--- src/rtl/phase_seq_pkg.sv ---
// Shared opcodes and FSM state type for the phase frame sequencer.
package phase_seq_pkg;

  localparam logic [7:0] OP_SET    = 8'hFE;
  localparam logic [7:0] OP_COMMIT = 8'hFD;
  localparam logic [7:0] OP_CLEAR  = 8'hFC;

  typedef enum logic [1:0] {
    IDLE   = 2'd0,
    GET_CH = 2'd1,
    GET_PH = 2'd2
  } seq_state_t;

endpackage

--- src/rtl/phase_bank.sv ---
// Shadow and active phase register banks; the commit strobe copies every shadow
// channel into the active bank on the same edge.
module phase_bank #(
  parameter int NUM_CHANNELS = 4,
  parameter int PHASE_W      = 8,
  parameter int CH_W         = 2
) (
  input  logic                            clk,
  input  logic                            rst_n,
  input  logic                            wr_en,
  input  logic [CH_W-1:0]                 wr_ch,
  input  logic [PHASE_W-1:0]              wr_data,
  input  logic                            clr,
  input  logic                            commit,
  output logic [NUM_CHANNELS*PHASE_W-1:0] phases
);

  logic [PHASE_W-1:0] shadow [NUM_CHANNELS];
  logic [PHASE_W-1:0] active [NUM_CHANNELS];

  always_ff @(posedge clk or negedge rst_n) begin
    if (!rst_n) begin
      for (int k = 0; k < NUM_CHANNELS; k++) shadow[k] <= '0;
    end else if (clr) begin
      for (int k = 0; k < NUM_CHANNELS; k++) shadow[k] <= '0;
    end else if (wr_en) begin
      shadow[wr_ch] <= wr_data;
    end
  end

  always_ff @(posedge clk or negedge rst_n) begin
    if (!rst_n) begin
      for (int k = 0; k < NUM_CHANNELS; k++) active[k] <= '0;
    end else if (commit) begin
      for (int k = 0; k < NUM_CHANNELS; k++) active[k] <= shadow[k];
    end
  end

  for (genvar g = 0; g < NUM_CHANNELS; g++) begin : g_pack
    assign phases[g*PHASE_W +: PHASE_W] = active[g];
  end

endmodule

--- src/rtl/phase_frame_sequencer.sv ---
// Opcode parser feeding a shadow phase bank with atomic commit on carrier-period ticks.
// Optional mid-packet idle timeout is enabled by defining PHASE_SEQ_TIMEOUT_EN.
module phase_frame_sequencer
  import phase_seq_pkg::*;
#(
  parameter int NUM_CHANNELS   = 4,
  parameter int PHASE_W        = 8,
  parameter int TIMEOUT_CYCLES = 50000
) (
  input  logic                            sys_clk,
  input  logic                            sys_rst_n,
  input  logic [7:0]                      rx_data,
  input  logic                            rx_valid,
  output logic                            rx_ready,
  input  logic                            period_tick,
  input  logic                            err_clr,
  output logic [NUM_CHANNELS*PHASE_W-1:0] phases_o,
  output logic                            commit_done,
  output logic                            busy,
  output logic                            read_error,
  output seq_state_t                      state_dbg
);

  localparam int CH_W = (NUM_CHANNELS > 1) ? $clog2(NUM_CHANNELS) : 1;

  // Handshake: a byte transfers on any edge where rx_valid & rx_ready; rx_ready
  // depends only on commit_pending, never on rx_valid.
  seq_state_t      state, state_nx;
  logic            accept;
  logic            commit_pending;
  logic            commit_fire;
  logic            drop;
  logic [CH_W-1:0] ch_q;
  logic            idx_bad;
  logic            timeout_hit;
  logic            pend_set, bank_clr, shadow_wr, ch_load, err_set;

  assign rx_ready    = ~commit_pending;
  assign accept      = rx_valid & rx_ready;
  assign idx_bad     = ({24'd0, rx_data} >= NUM_CHANNELS);
  assign commit_fire = period_tick & commit_pending;
  assign busy        = (state != IDLE) | commit_pending;
  assign state_dbg   = state;

`ifdef PHASE_SEQ_TIMEOUT_EN
  logic [15:0] to_cnt;

  always_ff @(posedge sys_clk or negedge sys_rst_n) begin
    if (!sys_rst_n)                   to_cnt <= '0;
    else if (state == IDLE || accept) to_cnt <= '0;
    else                              to_cnt <= to_cnt + 16'd1;
  end

  assign timeout_hit = (state != IDLE) && !accept && (to_cnt == 16'(TIMEOUT_CYCLES - 1));
`else
  logic unused_timeout_cfg;
  assign unused_timeout_cfg = (TIMEOUT_CYCLES != 0);
  assign timeout_hit        = 1'b0;
`endif

  always_ff @(posedge sys_clk or negedge sys_rst_n) begin
    if (!sys_rst_n) state <= IDLE;
    else            state <= state_nx;
  end

  always_comb begin
    state_nx = state;
    case (state)
      IDLE:    if (accept && rx_data == OP_SET) state_nx = GET_CH;
      GET_CH:  if (timeout_hit) state_nx = IDLE;
               else if (accept) state_nx = GET_PH;
      GET_PH:  if (timeout_hit || accept) state_nx = IDLE;
      default: state_nx = IDLE;
    endcase
  end

  always_comb begin
    pend_set  = 1'b0;
    bank_clr  = 1'b0;
    shadow_wr = 1'b0;
    ch_load   = 1'b0;
    err_set   = 1'b0;
    case (state)
      IDLE: begin
        if (accept) begin
          case (rx_data)
            OP_SET:    ;
            OP_COMMIT: pend_set = 1'b1;
            OP_CLEAR:  bank_clr = 1'b1;
            default:   err_set  = 1'b1;
          endcase
        end
      end
      GET_CH: begin
        if (accept) begin
          ch_load = 1'b1;
          err_set = idx_bad;
        end
      end
      GET_PH:  shadow_wr = accept & ~drop;
      default: ;
    endcase
    if (timeout_hit) err_set = 1'b1;
  end

  // A COMMIT accepted on a tick edge sees commit_pending=0, so that tick is skipped.
  always_ff @(posedge sys_clk or negedge sys_rst_n) begin
    if (!sys_rst_n) begin
      commit_pending <= 1'b0;
      commit_done    <= 1'b0;
      read_error     <= 1'b0;
      ch_q           <= '0;
      drop           <= 1'b0;
    end else begin
      if (pend_set)         commit_pending <= 1'b1;
      else if (commit_fire) commit_pending <= 1'b0;
      commit_done <= commit_fire;
      if (err_set)      read_error <= 1'b1;
      else if (err_clr) read_error <= 1'b0;
      if (ch_load) begin
        ch_q <= rx_data[CH_W-1:0];
        drop <= idx_bad;
      end
    end
  end

  phase_bank #(
    .NUM_CHANNELS(NUM_CHANNELS),
    .PHASE_W     (PHASE_W),
    .CH_W        (CH_W)
  ) u_bank (
    .clk    (sys_clk),
    .rst_n  (sys_rst_n),
    .wr_en  (shadow_wr),
    .wr_ch  (ch_q),
    .wr_data(rx_data[PHASE_W-1:0]),
    .clr    (bank_clr),
    .commit (commit_fire),
    .phases (phases_o)
  );

endmodule
--- config.mk ---
export PLATFORM = sky130hd
export DESIGN_NAME = phase_frame_sequencer
export DESIGN_NICKNAME = d
export VERILOG_FILES = /design/src/rtl/phase_seq_pkg.sv /design/src/rtl/phase_bank.sv /design/src/rtl/phase_frame_sequencer.sv
export SDC_FILE = /design/constraint.sdc
export NUM_CORES = 1
export LEC_CHECK = 0
export ABC_CLOCK_PERIOD_IN_PS = 4100
export BUFFER_PORTS_ARGS = -buffer_cell sky130_fd_sc_hd__buf_2
export CAP_MARGIN = 10
export CORE_MARGIN = 8
export CORE_UTILIZATION = 40
export CTS_CLUSTER_DIAMETER = 200
export CTS_CLUSTER_SIZE = 16
export DETAILED_ROUTE_END_ITERATION = 6
export PLACE_DENSITY = 0.57
export SYNTH_ARGS = -nofsm -noshare
export SYNTH_HDL_FRONTEND = slang
export SYNTH_SLANG_ARGS = --single-unit
--- constraint.sdc ---
create_clock -name sys_clk -period 4.1 [get_ports sys_clk]
set_input_delay 0 -clock sys_clk [delete_from_list [all_inputs] [get_ports sys_clk]]
set_output_delay 0 -clock sys_clk [all_outputs]
set_load 0.02 [all_outputs]
Yosys cells after proc, flatten, opt, wreduce, memory -nomap -nowiden
Cells that the tools add are included.
{"block": "totals", "register_bits": 72, "input_bits": 13, "word_cells": 67}
{"block": "classes", "order_cmp": 3, "n_eq_ne": 8, "n_mux": 26, "n_bitwise": 7, "n_reduce_logical": 9}
{"operator": "$mux W32", "count": 2}
{"operator": "$bwmux W32", "count": 1}
{"operator": "$eq A8 B8 Y1 const B", "count": 3}
{"operator": "$demux W8 S2", "count": 1}
{"operator": "$mux W1", "count": 16}
{"operator": "$ge A8 B3 Y1 const B", "count": 1}
{"operator": "$mux W8", "count": 1}
{"operator": "$reduce_bool A2 Y1", "count": 4}
{"operator": "$mux W2", "count": 3}
{"operator": "$ne A2 B2 Y1 const B", "count": 3}
{"operator": "$pmux W2 S3", "count": 1}
{"operator": "$and A1 B1 Y1", "count": 3}
{"operator": "$ge A3 B3 Y1 const B", "count": 1}
{"operator": "$lt A3 B1 Y1 const B", "count": 1}
{"operator": "$not A2 Y3", "count": 1}
{"operator": "$reduce_and A3 Y1", "count": 1}
{"operator": "$reduce_or A3 Y1", "count": 1}
{"operator": "$eq A2 B1 Y1 const B", "count": 1}
{"operator": "$eq A2 B2 Y1 const B", "count": 1}
{"operator": "$logic_and A1 B1 Y1", "count": 2}
{"operator": "$logic_not A2 Y1", "count": 1}
{"operator": "$not A1 Y1", "count": 2}
{"operator": "$pmux W1 S2", "count": 1}
{"operator": "$or A1 B1 Y1", "count": 1}

Longest topological paths before layout
Gate-level depths: netlist (run 1).
{"block": "logic_depth", "ltp_word": 8, "mapped_depth": 6, "ltp_nobuf": 3}

By module
A second synthesis (run 1) with hierarchy kept.
{"block": "hier_totals", "hier_cells": 223, "hier_area_um2": 3203.1}
{"module": "phase_bank", "instances": 1, "cells_each": 183, "area_each_um2": 2777.7, "seq_area_each_um2": 1601.5}
{"module": "phase_frame_sequencer", "instances": 1, "cells_each": 40, "area_each_um2": 425.4, "seq_area_each_um2": 200.2}

Worst setup path before layout (run 1)
No wires, ideal clock.
{"block": "synth_path", "path_kind": "register to register", "from": "register state[0] (netlist: state_dbg[0])", "to": "register u_bank.shadow[0] (netlist name)", "setup_ns": 0.123, "arrival_time_ns": 1.565, "path_slack_ns": 2.412, "path_stages_with_launch": 6, "cell_sequence": "dfrtp_1 -> or4b_1 -> buf_6 -> buf_4 -> o21ai_1 -> o2bb2ai_1"}
{"block": "synth_between", "elab_chain_len": 3}
{"item": "start, declared", "line_no": "phase_frame_sequencer.sv:28", "source": "seq_state_t state, state_nx;"}
{"item": "start signal, assigned", "line_no": "phase_frame_sequencer.sv:63", "source": "else state <= state_nx;"}
{"item": "$eq A2 B2 Y1 or $logic_not A2 Y1 (tied branches)", "line_no": "phase_frame_sequencer.sv:83", "source": "case (state)"}
{"item": "$mux W1", "line_no": "phase_frame_sequencer.sv:83"}
{"item": "$reduce_bool A2 Y1 (no line) or $mux W32 (tied branches)"}
{"item": "end signal, assigned by index", "line_no": "phase_bank.sv:27", "source": "shadow[wr_ch] <= wr_data;"}
{"item": "end, declared", "line_no": "phase_bank.sv:18", "source": "logic [PHASE_W-1:0] shadow [NUM_CHANNELS];"}
Several ways; a longest one is shown, not always the timed one.
A chain may end at the register's enable or synchronous reset.

Worst setup path after layout (run 1)
{"block": "layout_path", "from": "register state[1] (netlist: state_dbg[1])", "to": "register u_bank.shadow[9] (netlist name)"}
The elaborated chain is that of the path after synthesis.

==> impl_metrics.yaml, run 1 <==
status:
  status: "finished clean"
hold_path:
  whs_path_depth: 2
  min_from: "rx_data[0]"
  holdCritPathClass: "primary input to flip-flop"
  hold_path_end: "u_bank.shadow[0]"
finish:
  drive_above_1_share_pct: 36.15
  regArea_um2: 1802
  fin_cells: 395
  layout.nets: 304
  areaGrowthSynthToFinish_pct: 20.01
  n_fill_cell: 705
  multiInputGateArea_um2: 1097
  n_antenna_cell: 0
yosys:
  ys_async_sr_fraction_pct: 100.0
  synth_area_leader_cell: "dfrtp_1"
  synth_ff_type: "dfrtp_1"
  synth.net_count: 244
  yosys.area_share.xor_xnor_pct: 0
  synth_seq_cells: 72
  synth_compound_area_share_pct: 15.32
  synth_top_family_by_area: "compound AO/OA/AOI/OAI gates"
  avgSynthCellArea_um2: 13.05
  syn_inst: 231
  synth.most_common_cell: "dfrtp_1"
  synth_common_cells: "dfrtp_1, o21ai_1, mux2_2"
  synth-edff-count: 0
  syn-cell-area_um2: 3014
  yosys_warnings: 0
  yosys.area_share.simple_pct: 8.759
  synth.yosys.seq_area_share_pct: 59.78
  synthMuxAreaShare_pct: 12.33
  yosysUniqueCellTypes: 34
  yosys-top-cells-area: "dfrtp_1, mux2_2, o2bb2ai_1"
  synthAdderAreaFrac_pct: 0
  synth_top_cell_area_share_pct: 59.78
global_route:
  grt_pass1_vias: 2243
  met3_usage_pct: 3.714
  grt_start_max_net_pins: 39
  top_usage_layer: "met2"
  grt_pass1_wl_um: 11360
  grt-ovfl-total: 0
  use_met2_pct: 21.13
  grtUsageMet1_pct: 18.76
  grt_use_total_pct: 14.12
  grt_antenna_before_repair: 0
sta:
  max_slew.worst_pin.slew_ps: 838.5
  final_hold_viol_count: 0
  hold_slack_ps: 13.32
  grt_setup_unrepaired: "no"
  clock.fmax_mhz: 528.7
  finalSetupViolations: 0
  fin_setup_tns_ps: 0
  post-route-min-period_ps: 1891
  fin_crit_sh_pct: 46.13
  drv_slew: 0
  slew_headroom_pct: 44.10
  clock_skew_ps: 4.618
clocking:
  cts_buffers: 9
  clkTransAtPathRegs_ps: 70
  htree_levels: 3
  clk-insertion-delay-late_ps: 340
  tritoncts: "done"
  root_buffer: "clkbuf_8"
  clk_path_buf_depth: 2
  clkSinkCount: 72
  cts-resized-gates: 0
floorplan:
  initial_utilization_pct: 41.33
  die_area_um2: 10570
  chipWidth_um: 102.8
  ios: 51
  die_h_um: 102.8
  rows: 31
  core_um2: 7292
drt:
  routedWlPerCell_um: 16.93
  dr.pass1.iters: 4
  viasPerCell: 5.192
  routed_wirelength_um: 6689
  final_antenna_net_count: 0
  num_vias: 2051
  drc: 0
  drt_first_iter_violations: 100
setup_path:
  crit_fanout: 32
  r2r_start: "state_dbg[1]"
  ff2ff_setup_slack_ps: 2210
  required_ps: 4310
  reg2reg_to: "u_bank.shadow[9]"
  worstSetupStartpointType: "flip-flop"
  ff2ff_path_depth: 4
  criticalPathCategory: "flip-flop to flip-flop"
  arrival_ps: 2100
  worstSetupEndpointType: "flip-flop"
pwr:
  power.density_nw_per_um2: 400.7
  leakage_nw: 1.760
  vdd.ir_drop.worst_uv: 178.5
job:
  drv_cap: 0
place:
  portBuffers: 50
  dp_cells: 369
  gp_congestion: 0.7749
  dp_hpwl_um: 4343
[final cells by class]
cell class | instances | share of cell area (%)
Sequential cell | 72 | 49.81
Multi-Input combinational cell | 140 | 30.34
Timing Repair Buffer | 64 | 10.52
Clock buffer | 13 | 4.393
Tap cell | 99 | 3.424
Clock inverter | 3 | 1.107
Inverter | 4 | 0.4151
[layout by cell type (no fill, tap or decap), drive strengths merged, types with 2 or more instances in the layout]
| master | instances |
|---|---|
| dlygate4sd3 | 10 |
| or4 | 2 |
| clkbuf | 13 |
| mux2 | 33 |
| inv | 4 |
| buf | 54 |
| o2bb2ai | 24 |
| nor4 | 2 |
| dfrtp | 72 |
| nand3 | 10 |
| nand2 | 4 |
| or4b | 2 |
| nor2 | 4 |
| nand3b | 3 |
| a21oi | 2 |
| clkinv | 2 |
| o21ai | 42 |
[how the worst max path moves through the flow]
| stage | start | endpoint | slack [ps] | cells past startpoint |
|---|---|---|---|---|
| 2_1_floorplan | state_dbg[0] | u_bank.shadow[0] | 2410 | 5 |
| 3_3_place_gp | state_dbg[1] | u_bank.shadow[9] | 2300 | 4 |
| 3_5_place_dp | state_dbg[1] | u_bank.shadow[8] | 2240 | 4 |
| 4_1_cts | state_dbg[1] | u_bank.shadow[9] | 2210 | 4 |
| 5_1_grt | state_dbg[1] | u_bank.shadow[9] | 2120 | 4 |
| 6_report | state_dbg[1] | u_bank.shadow[9] | 2210 | 4 |
[timing repair]
item | in CTS | in global routing
setup buffers | 0 | 0
hold endpoints to repair | 66 | 0
hold buffers | 10 | 0
[flip-flops by register name, summed over array words and instances, names as in the netlist]
name and flops:
commit_pending 1, commit_done 1, drop 1, read_error 1, state_dbg 2, ch_q 2, u_bank.shadow 32, u_bank.phases 32
[layer usage]
metal / vias up / part of all wire, %
met3: 2 / 5.6
met2: 47 / 45
met4: 0 / 0.51
met1: 1023 / 48
met5: - / 0
li1: 979 / -
[cell families after synthesis]
family,Yosys count
compound gates,72
simple gates,35
mux,33
flops,72
buf+inv,19
[through the flow]
stage	total power, mW	setup slack [ps]	util, %	instance area, µm²
finish	1.449	2209	49.61	3617
floorplan	0.8395	2412	-	3014
global placement	0.8931	2302	45.50	3318
CTS	1.471	2215	49.61	3617
detailed placement	0.8952	2237	45.50	3318
global route	1.517	2119	49.61	3617
[power breakdown]
| group | internal [mW] | switching [mW] | leakage [nW] |
|---|---|---|---|
| combinational | 0.0481 | 0.0805 | 0.692 |
| clock | 0.313 | 0.251 | 0.103 |
| sequential | 0.740 | 0.0160 | 0.965 |
[critical path, stage by stage, from the launching register on]
cell and delay (ps):
dfrtp_1 500, or4b_4 580, nor4_4 130, buf_4 360
o21ai_0 170
(Power assumes the default switching activity.)
==> run 2, diff against run 1 <==
ABC_CLOCK_PERIOD_IN_PS = 1650   (was 4100)
PLACE_DENSITY = 0.59   (was 0.57)
clock period = 1.65 ns   (was 4.1 ns; I/O delays follow)
==> run 2 against run 1 <==
  * The flow now finishes with violations (negative setup slack)
  * Die area stayed put
  * Worst setup slack worse by 2200 ps
  * Non-clock buffer count is 13 higher
  * Routed wire length is 3.8% higher
  * Hold slack better by 2.1 ps
  * Critical endpoint is now u_bank.shadow[26]
  * Via count is 4.2% higher
  * Register-to-register slack worse by 2200 ps
  * Critical path depth is 1 higher
  * Global-route usage is 0.080 points lower
  * Largest power group unchanged
  * Core utilization is 3.5 points higher
  * Critical path type unchanged
==> impl_metrics.yaml, run 2 (synthesis gave the netlist of run 1 again) <==
setup_path:
  ff2ff_path_depth: 5
  criticalPathCategory: "flip-flop to flip-flop"
  ff2ff_setup_slack_ps: -20
  reg2reg_to: "u_bank.shadow[26]"
  r2r_start: "commit_pending"
  arrival_ps: 1890
  worstSetupEndpointType: "flip-flop"
  crit_fanout: 12
  worstSetupStartpointType: "flip-flop"
  required_ps: 1870
place:
  dp_hpwl_um: 4467
  preCtsSetupSlack_ps: -28.07
  portBuffers: 50
  gp_congestion: 0.7316
sta:
  clock.fmax_mhz: 598.2
  finalSetupViolations: 10
  max_slew.worst_pin.slew_ps: 437.8
  hold_slack_ps: 15.41
  slew_headroom_pct: 70.72
  finalWorstSetupSlack_ps: -21.80
  final_hold_viol_count: 0
  clock_skew_ps: 6.368
  grt_setup_unrepaired: "yes"
  drv_slew: 0
  post-route-min-period_ps: 1672
  fin_crit_sh_pct: 101.3
finish:
  multiInputGateArea_um2: 1127
  areaGrowthSynthToFinish_pct: 28.56
  n_fill_cell: 668
  most-common-layout-cells: "dfrtp_1, buf_2, o21ai_1"
  drive_above_1_share_pct: 41.75
  mostFrequentLayoutCell: "dfrtp_1"
  final_util_pct: 53.14
  n_antenna_cell: 0
  regArea_um2: 1804
  layout.nets: 317
floorplan:
  rows: 31
  core_um2: 7292
  chipWidth_um: 102.8
  die_h_um: 102.8
  ios: 51
  initial_utilization_pct: 41.33
  die_area_um2: 10570
clocking:
  clkSinkCount: 72
  clk-insertion-delay-late_ps: 340
  cts_buffers: 9
  tritoncts: "done"
  htree_levels: 3
  clkTransAtPathRegs_ps: 80
  root_buffer: "clkbuf_8"
  clk_path_buf_depth: 2
global_route:
  grt_start_max_net_pins: 73
  grt_pass1_wl_um: 11340
  grt-ovfl-total: 0
  grt_antenna_before_repair: 0
  grt_pass1_vias: 2208
  grt_use_total_pct: 14.04
drt:
  num_vias: 2137
  final_antenna_net_count: 0
  routedWlPerCell_um: 17.01
  drt_first_iter_violations: 123
  viasPerCell: 5.238
  drc: 0
  routed_wirelength_um: 6940
  dr.pass1.iters: 4
hold_path:
  whs_path_depth: 2
  hold_path_end: "u_bank.shadow[16]"
  min_from: "rx_data[0]"
  holdCritPathClass: "primary input to flip-flop"
status:
  failed_checks: "negative setup slack"
  status: "finished, violations left"
pwr:
  leakage_nw: 1.882
  power.density_nw_per_um2: 1013
  power_mw: 3.923
  vdd.ir_drop.worst_uv: 428.1
job:
  drv_cap: 0
-- run 2: how the worst max path moves through the flow --
| stage | endpoint | start | slack (ps) |
|---|---|---|---|
| floorplan | u_bank.shadow[0] | state_dbg[0] | 2 |
| global placement | u_bank.shadow[24] | state_dbg[0] | 20 |
| detailed placement | u_bank.shadow[21] | state_dbg[0] | -30 |
| CTS | u_bank.shadow[9] | commit_pending | -0.6 |
| global route | u_bank.shadow[26] | commit_pending | -40 |
| finish | u_bank.shadow[26] | commit_pending | -20 |
-- run 2: area by class of cell --
type	instances	share of cell area, %
timing repair buffer	77	14.43
clock buffer	11	3.649
sequential	72	46.56
inverter	4	0.3875
clock inverter	5	2.680
multi-input combinational	140	29.09
tap	99	3.197
-- run 2: report_power, final --
| part | switching, mW | leakage [nW] | internal [mW] | total (mW) |
|---|---|---|---|---|
| combinational | 0.210 | 0.797 | 0.147 | 0.357 |
| sequential | 0.0402 | 0.962 | 1.84 | 1.88 |
| clock | 0.640 | 0.124 | 1.05 | 1.69 |
-- run 2: metrics by stage --
step | setup TNS, ps | cells | area (µm²)
2_1_floorplan | 0 | 231 | 3015
3_3_place_gp | 0 | 377 | 3430
3_5_place_dp | -69.14 | 377 | 3430
4_1_cts | -0.6100 | 403 | 3782
5_1_grt | -872.2 | 408 | 3875
6_report | -53.07 | 408 | 3875
-- run 2: what timing repair did --
item                                    4_1_cts  5_1_grt
pin swaps                                     3        2
hold buffers                                 10        0
endpoints found under the setup margin       25       30
gates resized for setup                       3       12
buffers inserted                              0        4
endpoints found under the hold margin        97        0
cloned                                        0        1
-- run 2: worst max-delay path: stages (launching register included) --
cell       delay, ps
dfrtp_2          420
or4b_4           510
nor4_4           230
buf_6            160
clkbuf_16        160
o2bb2ai_1         70
-- run 2: metal layers --
| metal | wire [µm] | GRT usage, % |
|---|---|---|
| met3 | 307 | 2.836 |
| met5 | 0 | 0 |
| met4 | 74 | 6.563 |
| met2 | 3383 | 21.63 |
| met1 | 3175 | 18.58 |
==> run 3, diff against run 2 <==
CORE_MARGIN = unset   (was 8)
==> run 3 against run 2 <==
  * The flow now finishes without violations
  * Critical path depth increased by 1
  * First-iteration DRC count shrank 8.1%
  * Worst setup slack improved by 76 ps
  * Clock power is 9% lower
  * Power is 4.3% lower
  * Register-to-register slack gained 80 ps
  * Maximum frequency grew 4.7%
  * Hold slack improved by 65 ps
  * Sequential power is essentially flat
  * Highest routed layer unchanged
==> impl_metrics.yaml, run 3 (synthesis gave the netlist of run 1 again) <==
setup_path:
  worst_path_max_delay_cell: "or4b_4"
  crit_start: "rx_data[1]"
  worstSetupEndpointType: "flip-flop"
  criticalPathCategory: "primary input to flip-flop"
  critPathMaxStageDelay_ps: 570
  crit_fanout: 10
  arrival_ps: 1820
  ff2ff_path_depth: 4
  r2r_start: "state_dbg[0]"
  reg2reg_to: "u_bank.shadow[24]"
  ff2ff_setup_slack_ps: 60
  critPathCapture: "u_bank.shadow[24]"
  path_cells: "dlygate4sd3_1 > buf_2 > or4b_4 > nor4_4 > buf_4 > o2bb2ai_1"
  required_ps: 1880
  worstSetupStartpointType: "primary input"
clocking:
  clk_path_buf_depth: 2
  cts_buffers: 9
  clkTransAtPathRegs_ps: 70
  cts_setup_buffers: 0
  tritoncts: "done"
  clkSinkCount: 72
  htree_levels: 3
  root_buffer: "clkbuf_8"
  clk-insertion-delay-late_ps: 340
sta:
  finalSetupViolations: 0
  fin_crit_sh_pct: 96.73
  clock.fmax_mhz: 626.6
  slew_headroom_pct: 70.23
  hold_slack_ps: 80.19
  fin_setup_tns_ps: 0
  post-route-min-period_ps: 1596
  clock_skew_ps: 7.287
  drv_slew: 0
  max_slew.worst_pin.slew_ps: 445.1
  final_hold_viol_count: 0
  finalWorstSetupSlack_ps: 53.99
  grt_setup_unrepaired: "yes"
finish:
  drive_above_1_share_pct: 39.54
  n_antenna_cell: 0
  most-common-layout-cells: "dfrtp_1, buf_2, o21ai_1"
  areaGrowthSynthToFinish_pct: 25.11
  mostFrequentLayoutCell: "dfrtp_1"
  layout.nets: 315
drt:
  num_vias: 2104
  drt_first_iter_violations: 113
  drc: 0
  final_antenna_net_count: 0
  routedWlPerCell_um: 15.19
  viasPerCell: 5.195
  dr.pass1.iters: 4
  routed_wirelength_um: 6153
floorplan:
  initial_utilization_pct: 41.56
  die_h_um: 88.81
  die_area_um2: 7886
  ios: 51
  chipWidth_um: 88.81
  core_um2: 7253
  rows: 31
pwr:
  power_mw: 3.756
  power.density_nw_per_um2: 996.1
  leakage_nw: 1.838
  vdd.ir_drop.worst_uv: 458.7
job:
  drv_cap: 0
global_route:
  grt_use_total_pct: 17.69
  grt_pass1_wl_um: 10380
  grt-ovfl-total: 0
  grt_pass1_vias: 1996
  grt_antenna_before_repair: 0
  grt_start_max_net_pins: 51
hold_path:
  holdCritPathClass: "primary input to flip-flop"
place:
  preCtsSetupSlack_ps: 3.253
  portBuffers: 50
  dp_hpwl_um: 4043
  gp_congestion: 0.7494
status:
  status: "finished clean"
==> run 3: cell count changes in the layout (fill, tap and decap cells not counted), sizes merged <==
cell | previous run | this run
buf | 66 | 64
bufinv | 3 | 2
clkbuf | 12 | 10
clkinvlp | 0 | 1
dlygate4sd3 | 10 | 11
==> run 3: final cells by class <==
cell class | count | area (µm²)
fill | 678 | 3482
sequential | 72 | 1803
multi-input combinational | 140 | 1104
timing repair buffer | 75 | 506.7
clock buffer | 10 | 137.6
tap | 99 | 123.9
clock inverter | 5 | 81.33
inverter | 4 | 15.01
==> run 3: worst min path at each step <==
stage / startpoint / to / slack [ps] / cells after the start
after floorplan: sys_rst_n / ch_q[0] / -300 / 0
after global placement: sys_rst_n / u_bank.shadow[19] / 30 / 2
after global routing: rx_valid / state_dbg[0] / 90 / 4
final: rx_valid / state_dbg[0] / 80 / 4
after CTS: rx_valid / state_dbg[0] / 70 / 4
after detailed placement: sys_rst_n / u_bank.phases[6] / 30 / 2
==> run 3: metrics by stage <==
stage	cell area [µm²]	cells	util, %
floorplan	3015	231	-
global placement	3432	379	47.32
detailed placement	3432	379	47.32
CTS	3765	405	51.91
global route	3771	405	51.99
finish	3771	405	51.99
==> run 3: report_power, final <==
group	total [mW]	internal (mW)	leakage (nW)	switching, mW
Sequential	1.88	1.84	0.964	0.0389
Combinational	0.345	0.144	0.766	0.202
Clock	1.53	0.884	0.108	0.649
Total	3.76	2.87	1.84	0.889
==> run 3: timing repair <==
action,4_1_cts,5_1_grt
pin swaps,2,1
setup endpoints to repair,11,13
endpoints found under the hold margin,101,0
resized for setup,1,2
hold buffers,11,0
==> run 3: metal layers <==
layer	GRT usage, %	vias to the layer above	wire length (µm)	part of all wire, %
met2	25.80	47	2875	47
met3	5.410	7	271	4.4
li1	-	1002	-	-
met4	5.865	0	59	0.96
met5	0	-	0	0
met1	25.15	1048	2946	48
==> run 3: critical path, delay by kind of cell <==
family,cells,cell delay (ps)
and+or+nand+nor,2,790
AOI/OAI and AO/OA,1,80
buffers and inverters,3,940
